<file path="config.mk">
export PLATFORM = sky130hd
export DESIGN_NAME = if_fetch_queue_flat
export DESIGN_NICKNAME = d
export VERILOG_FILES = /design/src/rtl/if_fetch_queue_if.sv /design/src/rtl/if_fetch_queue.sv /design/src/flat_wrapper.sv
export SDC_FILE = /design/constraint.sdc
export NUM_CORES = 1
export LEC_CHECK = 0
export CAP_MARGIN = 20
export CORE_MARGIN = 1.5
export CORE_UTILIZATION = 45
export CTS_CLUSTER_SIZE = 14
export DETAILED_ROUTE_END_ITERATION = 10
export PLACE_DENSITY = 0.77
export SETUP_SLACK_MARGIN = 0.02
export SLEW_MARGIN = 10
export SYNTH_ARGS = -nofsm -noshare
export SYNTH_HDL_FRONTEND = slang
export SYNTH_SLANG_ARGS = --single-unit
</file>
<file path="constraint.sdc">
create_clock -name clk -period 16.2 [get_ports clk]
set_clock_uncertainty 0.15 [all_clocks]
set_input_delay 1.62 -clock clk [delete_from_list [all_inputs] [get_ports clk]]
set_output_delay 1.62 -clock clk [all_outputs]
set_load 0.05 [all_outputs]
</file>
<file path="src/rtl/if_fetch_queue_if.sv">
// Fetch-unit bus bundle: instruction-memory request/response, execute redirect
// and the decode-stage handoff. The fetch unit is the master side.
interface if_fetch_queue_if #(
  parameter int XLEN = 64
);
  logic            imem_req_valid;
  logic            imem_req_ready;
  logic [XLEN-1:0] imem_req_addr;
  logic            imem_rsp_valid;
  logic [31:0]     imem_rsp_data;
  logic            redirect_valid;
  logic [XLEN-1:0] redirect_pc;
  logic            id_valid;
  logic            id_ready;
  logic [31:0]     id_instr;
  logic [XLEN-1:0] id_pc;

  modport master (
    output imem_req_valid, imem_req_addr, id_valid, id_instr, id_pc,
    input  imem_req_ready, imem_rsp_valid, imem_rsp_data,
           redirect_valid, redirect_pc, id_ready
  );

  modport slave (
    input  imem_req_valid, imem_req_addr, id_valid, id_instr, id_pc,
    output imem_req_ready, imem_rsp_valid, imem_rsp_data,
           redirect_valid, redirect_pc, id_ready
  );
endinterface

</file>
<file path="src/rtl/if_fetch_queue.sv">
// Instruction-fetch front end: credit-limited sequential fetch, in-order response
// queue to decode, and redirect handling that flushes and drops wrong-path words.
module if_fetch_queue #(
  parameter int              XLEN     = 64,
  parameter logic [XLEN-1:0] RESET_PC = '0,
  parameter int              DEPTH    = 4
) (
  input  logic            clk,
  input  logic            rst,
  if_fetch_queue_if.master bus
);
  localparam int              PTRW    = $clog2(DEPTH);
  localparam int              CNTW    = PTRW + 1;
  localparam logic [CNTW:0]   DEPTH_W = (CNTW + 1)'(DEPTH);
  localparam logic [XLEN-1:0] PC_STEP = XLEN'(4);

  typedef struct packed {
    logic [31:0]     instr;
    logic [XLEN-1:0] pc;
  } entry_t;

  entry_t          mem_q [DEPTH];
  entry_t          mem_d [DEPTH];
  logic [PTRW-1:0] rd_ptr_q, rd_ptr_d;
  logic [PTRW-1:0] wr_ptr_q, wr_ptr_d;
  logic [CNTW-1:0] count_q, count_d;
  logic [CNTW-1:0] out_q, out_d;
  logic [CNTW-1:0] drop_q, drop_d;
  logic [XLEN-1:0] fetch_pc_q, fetch_pc_d;
  logic [XLEN-1:0] resp_pc_q, resp_pc_d;

  logic            req_valid;
  logic            req_fire;
  logic            rsp_eff;
  logic            push;
  logic            pop;
  logic            id_valid;
  logic [XLEN-1:0] redir_pc;

  // Every accepted request is guaranteed a queue slot, so responses never overflow.
  always_comb begin
    redir_pc  = {bus.redirect_pc[XLEN-1:2], 2'b00};
    req_valid = !rst && !bus.redirect_valid &&
                (({1'b0, count_q} + {1'b0, out_q}) < DEPTH_W);
    req_fire  = req_valid && bus.imem_req_ready;
    rsp_eff   = bus.imem_rsp_valid && (out_q != '0);
    push      = rsp_eff && (drop_q == '0) && !bus.redirect_valid;
    id_valid  = (count_q != '0) && !bus.redirect_valid;
    pop       = id_valid && bus.id_ready;
  end

  always_comb begin
    mem_d      = mem_q;
    rd_ptr_d   = rd_ptr_q;
    wr_ptr_d   = wr_ptr_q;
    count_d    = count_q;
    drop_d     = drop_q;
    fetch_pc_d = fetch_pc_q;
    resp_pc_d  = resp_pc_q;
    out_d      = out_q + CNTW'(req_fire) - CNTW'(rsp_eff);

    if (bus.redirect_valid) begin
      count_d    = '0;
      rd_ptr_d   = '0;
      wr_ptr_d   = '0;
      fetch_pc_d = redir_pc;
      resp_pc_d  = redir_pc;
      // Everything still in flight after this cycle is wrong-path, including
      // requests already marked for dropping by an earlier redirect.
      drop_d     = out_q - CNTW'(rsp_eff);
    end else begin
      if (req_fire) begin
        fetch_pc_d = fetch_pc_q + PC_STEP;
      end
      if (rsp_eff && (drop_q != '0)) begin
        drop_d = drop_q - 1'b1;
      end
      if (push) begin
        mem_d[wr_ptr_q] = '{instr: bus.imem_rsp_data, pc: resp_pc_q};
        wr_ptr_d        = wr_ptr_q + 1'b1;
        resp_pc_d       = resp_pc_q + PC_STEP;
      end
      if (pop) begin
        rd_ptr_d = rd_ptr_q + 1'b1;
      end
      count_d = count_q + CNTW'(push) - CNTW'(pop);
    end
  end

  always_ff @(posedge clk or posedge rst) begin
    if (rst) begin
      for (int i = 0; i < DEPTH; i++) begin
        mem_q[i] <= '0;
      end
      rd_ptr_q   <= '0;
      wr_ptr_q   <= '0;
      count_q    <= '0;
      out_q      <= '0;
      drop_q     <= '0;
      fetch_pc_q <= RESET_PC;
      resp_pc_q  <= RESET_PC;
    end else begin
      mem_q      <= mem_d;
      rd_ptr_q   <= rd_ptr_d;
      wr_ptr_q   <= wr_ptr_d;
      count_q    <= count_d;
      out_q      <= out_d;
      drop_q     <= drop_d;
      fetch_pc_q <= fetch_pc_d;
      resp_pc_q  <= resp_pc_d;
    end
  end

  assign bus.imem_req_valid = req_valid;
  assign bus.imem_req_addr  = fetch_pc_q;
  assign bus.id_valid       = id_valid;
  assign bus.id_instr       = (count_q != '0) ? mem_q[rd_ptr_q].instr : '0;
  assign bus.id_pc          = (count_q != '0) ? mem_q[rd_ptr_q].pc    : '0;
endmodule
</file>
<file path="src/flat_wrapper.sv">
// flat-port wrapper written by rule: the top's interface ports become plain ports
module if_fetch_queue_flat 
#(
  parameter int              XLEN     = 64,
  parameter logic [XLEN-1:0] RESET_PC = '0,
  parameter int              DEPTH    = 4
)
  (clk, rst, bus_imem_req_valid, bus_imem_req_addr, bus_id_valid, bus_id_instr, bus_id_pc, bus_imem_req_ready, bus_imem_rsp_valid, bus_imem_rsp_data, bus_redirect_valid, bus_redirect_pc, bus_id_ready);
  if_fetch_queue_if #(.XLEN(XLEN)) bus_i ();
  input  logic clk;
  input  logic rst;
  output wire logic [$bits(bus_i.imem_req_valid)-1:0] bus_imem_req_valid;
  output wire logic [$bits(bus_i.imem_req_addr)-1:0] bus_imem_req_addr;
  output wire logic [$bits(bus_i.id_valid)-1:0] bus_id_valid;
  output wire logic [$bits(bus_i.id_instr)-1:0] bus_id_instr;
  output wire logic [$bits(bus_i.id_pc)-1:0] bus_id_pc;
  input wire logic [$bits(bus_i.imem_req_ready)-1:0] bus_imem_req_ready;
  input wire logic [$bits(bus_i.imem_rsp_valid)-1:0] bus_imem_rsp_valid;
  input wire logic [$bits(bus_i.imem_rsp_data)-1:0] bus_imem_rsp_data;
  input wire logic [$bits(bus_i.redirect_valid)-1:0] bus_redirect_valid;
  input wire logic [$bits(bus_i.redirect_pc)-1:0] bus_redirect_pc;
  input wire logic [$bits(bus_i.id_ready)-1:0] bus_id_ready;
  assign bus_imem_req_valid = bus_i.imem_req_valid;
  assign bus_imem_req_addr = bus_i.imem_req_addr;
  assign bus_id_valid = bus_i.id_valid;
  assign bus_id_instr = bus_i.id_instr;
  assign bus_id_pc = bus_i.id_pc;
  assign bus_i.imem_req_ready = bus_imem_req_ready;
  assign bus_i.imem_rsp_valid = bus_imem_rsp_valid;
  assign bus_i.imem_rsp_data = bus_imem_rsp_data;
  assign bus_i.redirect_valid = bus_redirect_valid;
  assign bus_i.redirect_pc = bus_redirect_pc;
  assign bus_i.id_ready = bus_id_ready;
  if_fetch_queue #(.XLEN(XLEN), .RESET_PC(RESET_PC), .DEPTH(DEPTH)) u_core (.clk(clk), .rst(rst), .bus(bus_i));
endmodule
</file>
# After elaboration in Yosys (flattened, before gate mapping)
# Cells that the tools add are included.
[op_classes] n_mux=19 magnitude_cmp=4 n_bitwise=3 n_reduce_logical=21 n_addsub=11
[op_table] operator="bitwise mux 384 bit" n=1
[op_table] operator="two-way mux 64 bit" n=5
[op_table] operator="two-way mux 96 bit" n=3
[op_table] operator="binary-select mux 96 bit (select 2 bit)" n=1
[op_table] operator="demux 96 bit (select 2 bit)" n=1
[op_table] operator="adder 64 x 3 -> 64 bit (second input constant)" n=2
[op_table] operator="two-way mux 32 bit" n=1
[op_table] operator="logical AND 1 bit" n=10
[op_table] operator="two-way mux 3 bit" n=3
[op_table] operator="nonzero test 3 bit" n=3
[op_table] operator="subtractor 3 x 1 -> 3 bit" n=3
[op_table] operator="two-way mux 2 bit" n=4
[op_table] operator="nonzero test 2 bit" n=4
[op_table] operator="adder 3 x 1 -> 3 bit" n=2
[op_table] operator="greater-or-equal comparator 3 bit (second input constant)" n=2
[op_table] operator="inverter 2 -> 3 bit" n=2
[op_table] operator="adder 2 x 1 -> 2 bit (second input constant)" n=2
[op_table] operator="adder 3 x 3 -> 4 bit" n=1
[op_table] operator="less-than comparator 4 x 3 -> 1 bit (second input constant)" n=1
[op_table] operator="logical NOT 3 bit" n=1
[op_table] operator="less-than comparator 3 x 1 -> 1 bit (second input constant)" n=1
[op_table] operator="subtractor 3 x 1 -> 3 bit (second input constant)" n=1
[op_table] operator="logical NOT 1 bit" n=2
[op_table] operator="AND reduction 2 bit" n=1
[op_table] operator="inverter 1 bit" n=1
[word_totals] in_bits=102 elab_cells=73 register_bits=525 out_inout_bits=162

# Depth between registers and ports, before layout
# Gate-level depths: netlist (run 1).
[depth] ltp_word=7 ltp_mapped=12 ltp_nobuf=10

# Worst setup path after synthesis (run 1)
# No wires, ideal clock.
[synth_path] path_type="in2out" start="in bus_redirect_valid" end="out bus_id_valid" stages=5 path_slack_ns=11.542 arrival_time_ns=2.888 path_cell_list="clkbuf_1 -> clkinv_1 -> clkbuf_1 -> clkbuf_1 -> and2_1"
[synth_between] elab_chain_len=2
[synth_rtl] item="start: declaration" line_no="flat_wrapper.sv:20" rtl="input wire logic [$bits(bus_i.redirect_valid)-1:0] bus_redirect_valid;"
[synth_rtl] item="logical NOT 1 bit" line_no="if_fetch_queue.sv:48" rtl="id_valid = (count_q != '0) && !bus.redirect_valid;"
[synth_rtl] item="logical AND 1 bit" line_no="if_fetch_queue.sv:48"
[synth_rtl] item="end: declaration" line_no="flat_wrapper.sv:14" rtl="output wire logic [$bits(bus_i.id_valid)-1:0] bus_id_valid;"
# No other way between the ends.

# Final worst setup path (run 1)
[layout_path] start="reg u_core.rd_ptr_q[1]" end="out bus_id_instr[4]"
[layout_between] elab_chain_len=5
[layout_rtl] item="start: declaration" line_no="if_fetch_queue.sv:24" rtl="logic [PTRW-1:0] rd_ptr_q, rd_ptr_d;"
[layout_rtl] item="start signal: assignment" line_no="if_fetch_queue.sv:104" rtl="rd_ptr_q <= rd_ptr_d;"
[layout_rtl] item="inverter 2 -> 3 bit (not written as such)" line_no="if_fetch_queue.sv:117" rtl="assign bus.id_instr = (count_q != '0) ? mem_q[rd_ptr_q].instr : '0;"
[layout_rtl] item="binary-select mux 96 bit (select 2 bit)" line_no="if_fetch_queue.sv:117"
[layout_rtl] item="two-way mux 96 bit (not written as such) (2 in a row)" line_no="if_fetch_queue.sv:117"
[layout_rtl] item="two-way mux 32 bit" line_no="if_fetch_queue.sv:117"
[layout_rtl] item="end: declaration" line_no="flat_wrapper.sv:15" rtl="output wire logic [$bits(bus_i.id_instr)-1:0] bus_id_instr;"
# No other way between the ends. The select of a mux whose other input is x is not followed.

==> results of run 1 <==
-- synth_stat cells, drive strengths merged, types with 3 or more instances --
cell / instances
mux4: 94
nand3b: 3
nand4b: 4
clkbuf: 98
xor2: 16
nor2b: 3
buf: 63
o41ai: 3
and4: 13
or4: 29
ha: 16
mux2: 393
nor2: 69
a31oi: 40
a21oi: 21
nand3: 88
inv: 36
o311ai: 15
or3: 21
nor4: 26
o31ai: 14
o21ai: 47
o211ai: 36
dfrtp: 513
xnor2: 30
and2: 124
or2: 4
nor3: 25
nand2: 96
and3: 14
nand4: 65
a31o: 4
o31a: 3
mux2i: 4
a311o: 4
-- cell type report --
class / instances / area share [%]
clock buffers: 77 / 5.22
clock inverters: 18 / 0.753
inverters: 37 / 0.485
multi-input cells: 1345 / 39.0
flip-flops and latches: 513 / 42.2
well taps: 756 / 3.11
repair buffers: 283 / 9.24
-- layout by cell type, fill, tap and decap left out, types with 14 or more instances in the layout --
master           synthesis  layout
xor2_1                  16      16
o211ai_1                36      36
nand2_1                 96      96
nor4_1                  24      23
o21ai_0                 47      47
o31ai_1                 14      14
nor3_1                  23      23
and3_1                  14      14
clkdlybuf4s50_1          0     256
buf_4                    4      22
or4_1                   28      28
clkbuf_16                0      55
mux4_2                  94      94
a31oi_1                 40      40
dfrtp_1                513     511
nor2_1                  69      69
xnor2_1                 30      30
and2_1                 123     119
ha_1                    16      16
inv_1                   35      34
o311ai_0                14      14
or3_1                   21      20
mux2_2                 393     393
nand4_1                 62      62
a21oi_1                 21      21
nand3_1                 88      88
-- logic make-up (layout without fill, tap and decap cells) --
kind of cell | after synthesis | count (layout) | synth area share [%]
XOR/XNOR | 46 | 46 | 1.58
buffers and inverters | 198 | 415 | 3.18
AND/OR/NAND/NOR | 589 | 589 | 12.9
AO/OA/AOI/OAI | 197 | 197 | 5.15
flip-flops | 513 | 513 | 50.4
adder cells (fa/ha/maj) | 18 | 18 | 0.943
other | 1 | 4 | 0.0147
multiplexers | 491 | 491 | 25.8
-- through the flow --
stage | std cells | total power [uW] | util, %
after CTS | 3027 | 4970 | 54.0
after detailed placement | 2932 | 3680 | 50.8
after global placement | 2932 | 3620 | 50.8
final | 3029 | 4930 | 54.1
after floorplan | 2056 | 3080 | -
after global routing | 3029 | 5150 | 54.1
-- power by group through the flow --
stage	clock network, uW	logic [uW]	registers (uW)
2_1_floorplan	0	1300	1780
3_3_place_gp	0	1850	1770
3_5_place_dp	0	1880	1800
4_1_cts	1300	1890	1780
5_1_grt	1340	1980	1820
6_report	1270	1870	1790
-- sequential cells by signal, summed over array words and instances (netlist names) --
| signal | count |
|---|---|
| u_core.bus.imem_req_addr | 62 |
| u_core.count_q | 3 |
| u_core.drop_q | 3 |
| u_core.mem_q | 376 |
| u_core.out_q | 3 |
| u_core.rd_ptr_q | 2 |
| u_core.resp_pc_q | 62 |
| u_core.wr_ptr_q | 2 |
-- worst min-delay path by stage --
| stage | start | endpoint | slack (ps) |
|---|---|---|---|
| global route | u_core.mem_q[264] | u_core.mem_q[264] | 360 |
| floorplan | u_core.mem_q[157] | u_core.mem_q[157] | 330 |
| detailed placement | u_core.mem_q[118] | u_core.mem_q[118] | 340 |
| global placement | u_core.mem_q[258] | u_core.mem_q[258] | 330 |
| finish | u_core.mem_q[112] | u_core.mem_q[112] | 350 |
| CTS | u_core.mem_q[118] | u_core.mem_q[118] | 350 |
-- per-layer routing --
layer  up-vias  GRT usage (%)
li1       7952              -
met3       187           5.24
met1      9462           32.5
met4         2           10.7
met2       805           39.0
met5         -              0
==> impl_metrics.yaml, run 1 <==
clock_network:
  cts-root-buf: "clkbuf_16"
  clock_latency_ps: 600
  htree_levels: 2
  ctsResizeCount: 0
  cts_tree: "done"
  cts.sinks: 513
  clk_pin_slew_worst_paths_ps: 60
  cts_hold_buf: 0
  clk_path_buf_depth: 3
  post_cts_buffers: 0
  numCtsBuffers: 53
global_route:
  grt_max_degree: 104
  grt_pass1_vias: 19100
  grt_overflow: 0
  antenna_found_initial: 1
  grt_pass1_wl_mm: 110
  track_usage_pct: 24.5
setup_path:
  crit_cells: 4
  arrival_ps: 3910
  path_delay_family: "buffers and inverters"
  cpMaxStageDelayCell: "dfrtp_4"
  cp-startpoint: "u_core.rd_ptr_q[1]"
  required_ps: 14430
  rr_worst_depth: 7
  crit_buf_inv: 2
  worst-setup-path-type: "flop to primary output"
  max_stage_delay_ps: 1090
  rr_endpoint: "u_core.mem_q[306]"
  cp_cell_sequence: "buf_4 > mux4_2 > and2_1 > clkdlybuf4s50_1"
  worst_setup_path_end_kind: "primary output"
  cp_max_fo: 57
  rrSetupSlack_ps: 12490
  setup.worst_path.end: "bus_id_instr[4]"
  r2r-start: "u_core.drop_q[0]"
  critPathLaunchType: "flop"
power:
  pwr-share-clk_pct: 25.8
  p_per_area_nw_per_um2: 162
  power_switching_uw: 1800
  p_int_uw: 3130
  p_comb_share_pct: 37.9
  seqPwrFrac_pct: 36.3
  p_leak_uw: 0.0128
  swShare_pct: 36.5
  ir_drop_v: 0.000129
synth:
  synth_flop_cell: "dfrtp_1"
  synth_edf_count: 0
  yosysTopAreaCellShare_pct: 50.4
  ys_async_sr_fraction_pct: 100
  yosys.area.top_type: "dfrtp_1"
  synth.distinct_cells: 59
  synth_area_leaders: "dfrtp_1 (50%), mux2_2 (17%), mux4_2 (8.3%), and2_1 (3.0%), nand3_1 (1.7%)"
  syn_inst: 2053
  avgSynthCellArea_sq_um: 12.4
  yosys_warnings: 0
  yosysSeqAreaShare_pct: 50.4
  synthesis.area_sq_um: 25500
  ys_seq_elements: 513
place:
  gp_congestion: 0.891
  dp_slack_ps: 10610
  io_buffer_count: 257
  dp_hpwl_mm: 46.4
  place_area_sq_um: 28500
timing:
  worst_hold_slack_ps: 350
  worst_pin_slew_ps: 1190
  hold_viol_final: 0
  drv_slew: 0
  tns_ps: 0
  max_freq_ghz: 0.176
  min_period_ps: 5670
  finalSetupViolCount: 0
  worst_slack_ps: 10530
  slew_headroom_pct: 19.9
  rsz0062_at_grt: "no"
  post-route-period-util_pct: 35.0
drt:
  wl_met2_mm: 32.8
  routed.top_layer: "met5"
  wl_mm: 70.1
  drtIter0Drc: 1612
  vias_per_cell: 6.08
  antenna_left: 0
  wl_met1_mm: 28.8
  dr.pass1.iters: 5
  wl_per_cell_um: 23.1
  routed-wl-met3_mm: 5.49
  drc: 0
  vias: 18400
finish:
  register_area_sq_um: 12800
  fin_nets: 2353
  fin_area_sq_um: 30400
  area_growth_syn_to_layout_pct: 19.4
  diodes: 0
  fill_cells: 4617
  multi_input_area_sq_um: 11800
  layout-drive-gt1-share_pct: 27.6
floorplan:
  start_util_pct: 45.3
  die_h_um: 241
  rows: 87
  ios: 264
  dieArea_sq_um: 58000
  die_width_um: 241
  coreArea_sq_um: 56200
run_status:
  status: "completed"
worst_hold_path:
  min-delay-path-class: "flop to flop"
  holdPathStages: 1
job:
  drv_cap: 0
(Power assumes the default switching activity.)
==> run 2, diff against run 1 <==
==> constraint.sdc (replaced) <==
create_clock -name clk -period 4.9 [get_ports clk]
set_clock_uncertainty 0.15 [all_clocks]
set_input_delay 0.49 -clock clk [delete_from_list [all_inputs] [get_ports clk]]
set_output_delay 0.49 -clock clk [all_outputs]
set_load 0.05 [all_outputs]
==> run 2 against run 1 <==
Against the previous run:
- sequential cell count did not move
- sequential power increased to 3.3 times the previous value
- cell area is 0.49% higher
- first-iteration DRC count grew 14%
- clock power grew to 3.3 times the previous value
==> impl_metrics.yaml, run 2 (synthesis gave the netlist of run 1 again) <==
drt:
  drc: 0
  antenna_left: 0
  vias_per_cell: 6.04
  wl_per_cell_um: 23.0
  dr.pass1.iters: 5
  drtIter0Drc: 1832
  vias: 18300
  wl_mm: 69.9
floorplan:
  dieArea_sq_um: 58000
  die_width_um: 241
  die_h_um: 241
  ios: 264
  start_util_pct: 45.3
  rows: 87
  coreArea_sq_um: 56200
timing:
  worst_pin_slew_ps: 1180
  post-route-period-util_pct: 80.2
  min_period_ps: 3930
  hold_viol_final: 0
  slew_headroom_pct: 20.4
  rsz0062_at_grt: "no"
  drv_slew: 0
  finalSetupViolCount: 0
  max_freq_ghz: 0.254
  tns_ps: 0
setup_path:
  cp-startpoint: "u_core.rd_ptr_q[0]"
  r2r-start: "u_core.bus.imem_req_addr[13]"
  cp_max_fo: 39
  critPathLaunchType: "flop"
  arrival_ps: 3290
  required_ps: 4260
  worst_setup_path_end_kind: "primary output"
  worst-setup-path-type: "flop to primary output"
place:
  place_area_sq_um: 28700
  dp_hpwl_mm: 46.4
  io_buffer_count: 257
  gp_congestion: 0.885
clock_network:
  htree_levels: 2
  post_cts_buffers: 0
  cts_tree: "done"
  cts-root-buf: "clkbuf_16"
  clk_pin_slew_worst_paths_ps: 60
  numCtsBuffers: 55
  cts_hold_buf: 0
  clk_path_buf_depth: 3
  ctsResizeCount: 0
  cts.sinks: 513
  clock_latency_ps: 600
power:
  swShare_pct: 36.4
  pwr-share-clk_pct: 25.7
  power_switching_uw: 5950
  ir_drop_v: 0.000325
  seqPwrFrac_pct: 36.1
  p_per_area_nw_per_um2: 535
  p_int_uw: 10400
  totalPowerFinal_uw: 16400
  p_comb_share_pct: 38.2
  p_leak_uw: 0.0128
finish:
  layout_common_cells: "dfrtp_1 (511), mux2_2 (393), clkdlybuf4s50_1 (256), and2_1 (119), nand2_1 (96)"
  fill_cells: 4638
  area_growth_syn_to_layout_pct: 20.0
  layout-drive-gt1-share_pct: 27.7
  layout_commonest_cell: "dfrtp_1"
  fin_area_sq_um: 30600
  top_register: "u_core.mem_q"
  diodes: 0
  fin_nets: 2358
  largest_reg_flops: 376
global_route:
  grt_overflow: 0
  grt_pass1_wl_mm: 109
  grt_pass1_vias: 18800
  antenna_found_initial: 5
  track_usage_pct: 24.2
  grt_max_degree: 131
worst_hold_path:
  min-delay-path-class: "input pin to asynchronous set/reset pin"
run_status:
  status: "completed"
job:
  drv_cap: 0
[run 2: changes by cell type in the layout (fill, tap and decap cells not counted), sizes merged]
cell / previous run / this run
clkbuf: 77 / 81
clkinvlp: 4 / 3
bufinv: 5 / 4
clkinv: 9 / 10
buf: 27 / 30
inv: 37 / 36
[run 2: routing by layer]
layer / share of wire, % / global-route usage (%) / vias to the layer above
met3: 7.6 / 4.78 / 167
li1: - / - / 7966
met4: 4.1 / 10.5 / 10
met1: 41 / 32.2 / 9445
met5: 0.11 / 0 / -
met2: 47 / 38.7 / 751
[run 2: layout make-up]
type,instances,area [sq um],share of cell area (%)
Sequential cell,513,12800,42.0
Multi-Input combinational cell,1345,11800,38.8
Timing Repair Buffer,286,2950,9.65
Clock buffer,81,1640,5.35
Tap cell,756,946,3.09
Clock inverter,16,193,0.630
Inverter,37,144,0.471
[run 2: critical path, cell delays in order (launching register included)]
cell and delay, ps:
dfrtp_4 830, buf_12 350, mux4_2 580, and2_1 180
clkdlybuf4s50_1 700
[run 2: metrics by stage]
step	worst slack (ps)	utilization, %	hold slack (ps)	cells
floorplan	-2710	-	325	2056
global placement	1410	51.0	333	2934
detailed placement	1370	51.0	340	2934
CTS	828	54.3	81.3	3031
global route	804	54.4	135	3034
finish	968	54.4	121	3034
[run 2: path summary, 6_finish.rpt]
path	slack, ps	end	cells after the start
max	970	bus_id_pc[50]	4
min	120	u_core.out_q[1]	2
max reg2reg	1470	u_core.bus.imem_req_addr[54]	5
min reg2reg	350	u_core.mem_q[330]	1
max in group asynchronous	3400	u_core.bus.imem_req_addr[25]	4
min in group clk	130	u_core.wr_ptr_q[1]	2
[run 2: power by group through the flow]
stage	registers [uW]	logic [uW]	clock network [uW]
2_1_floorplan	5880	4310	0
3_3_place_gp	5860	6130	0
3_5_place_dp	5970	6250	0
4_1_cts	5900	6280	4290
5_1_grt	6030	6640	4440
6_report	5910	6240	4210
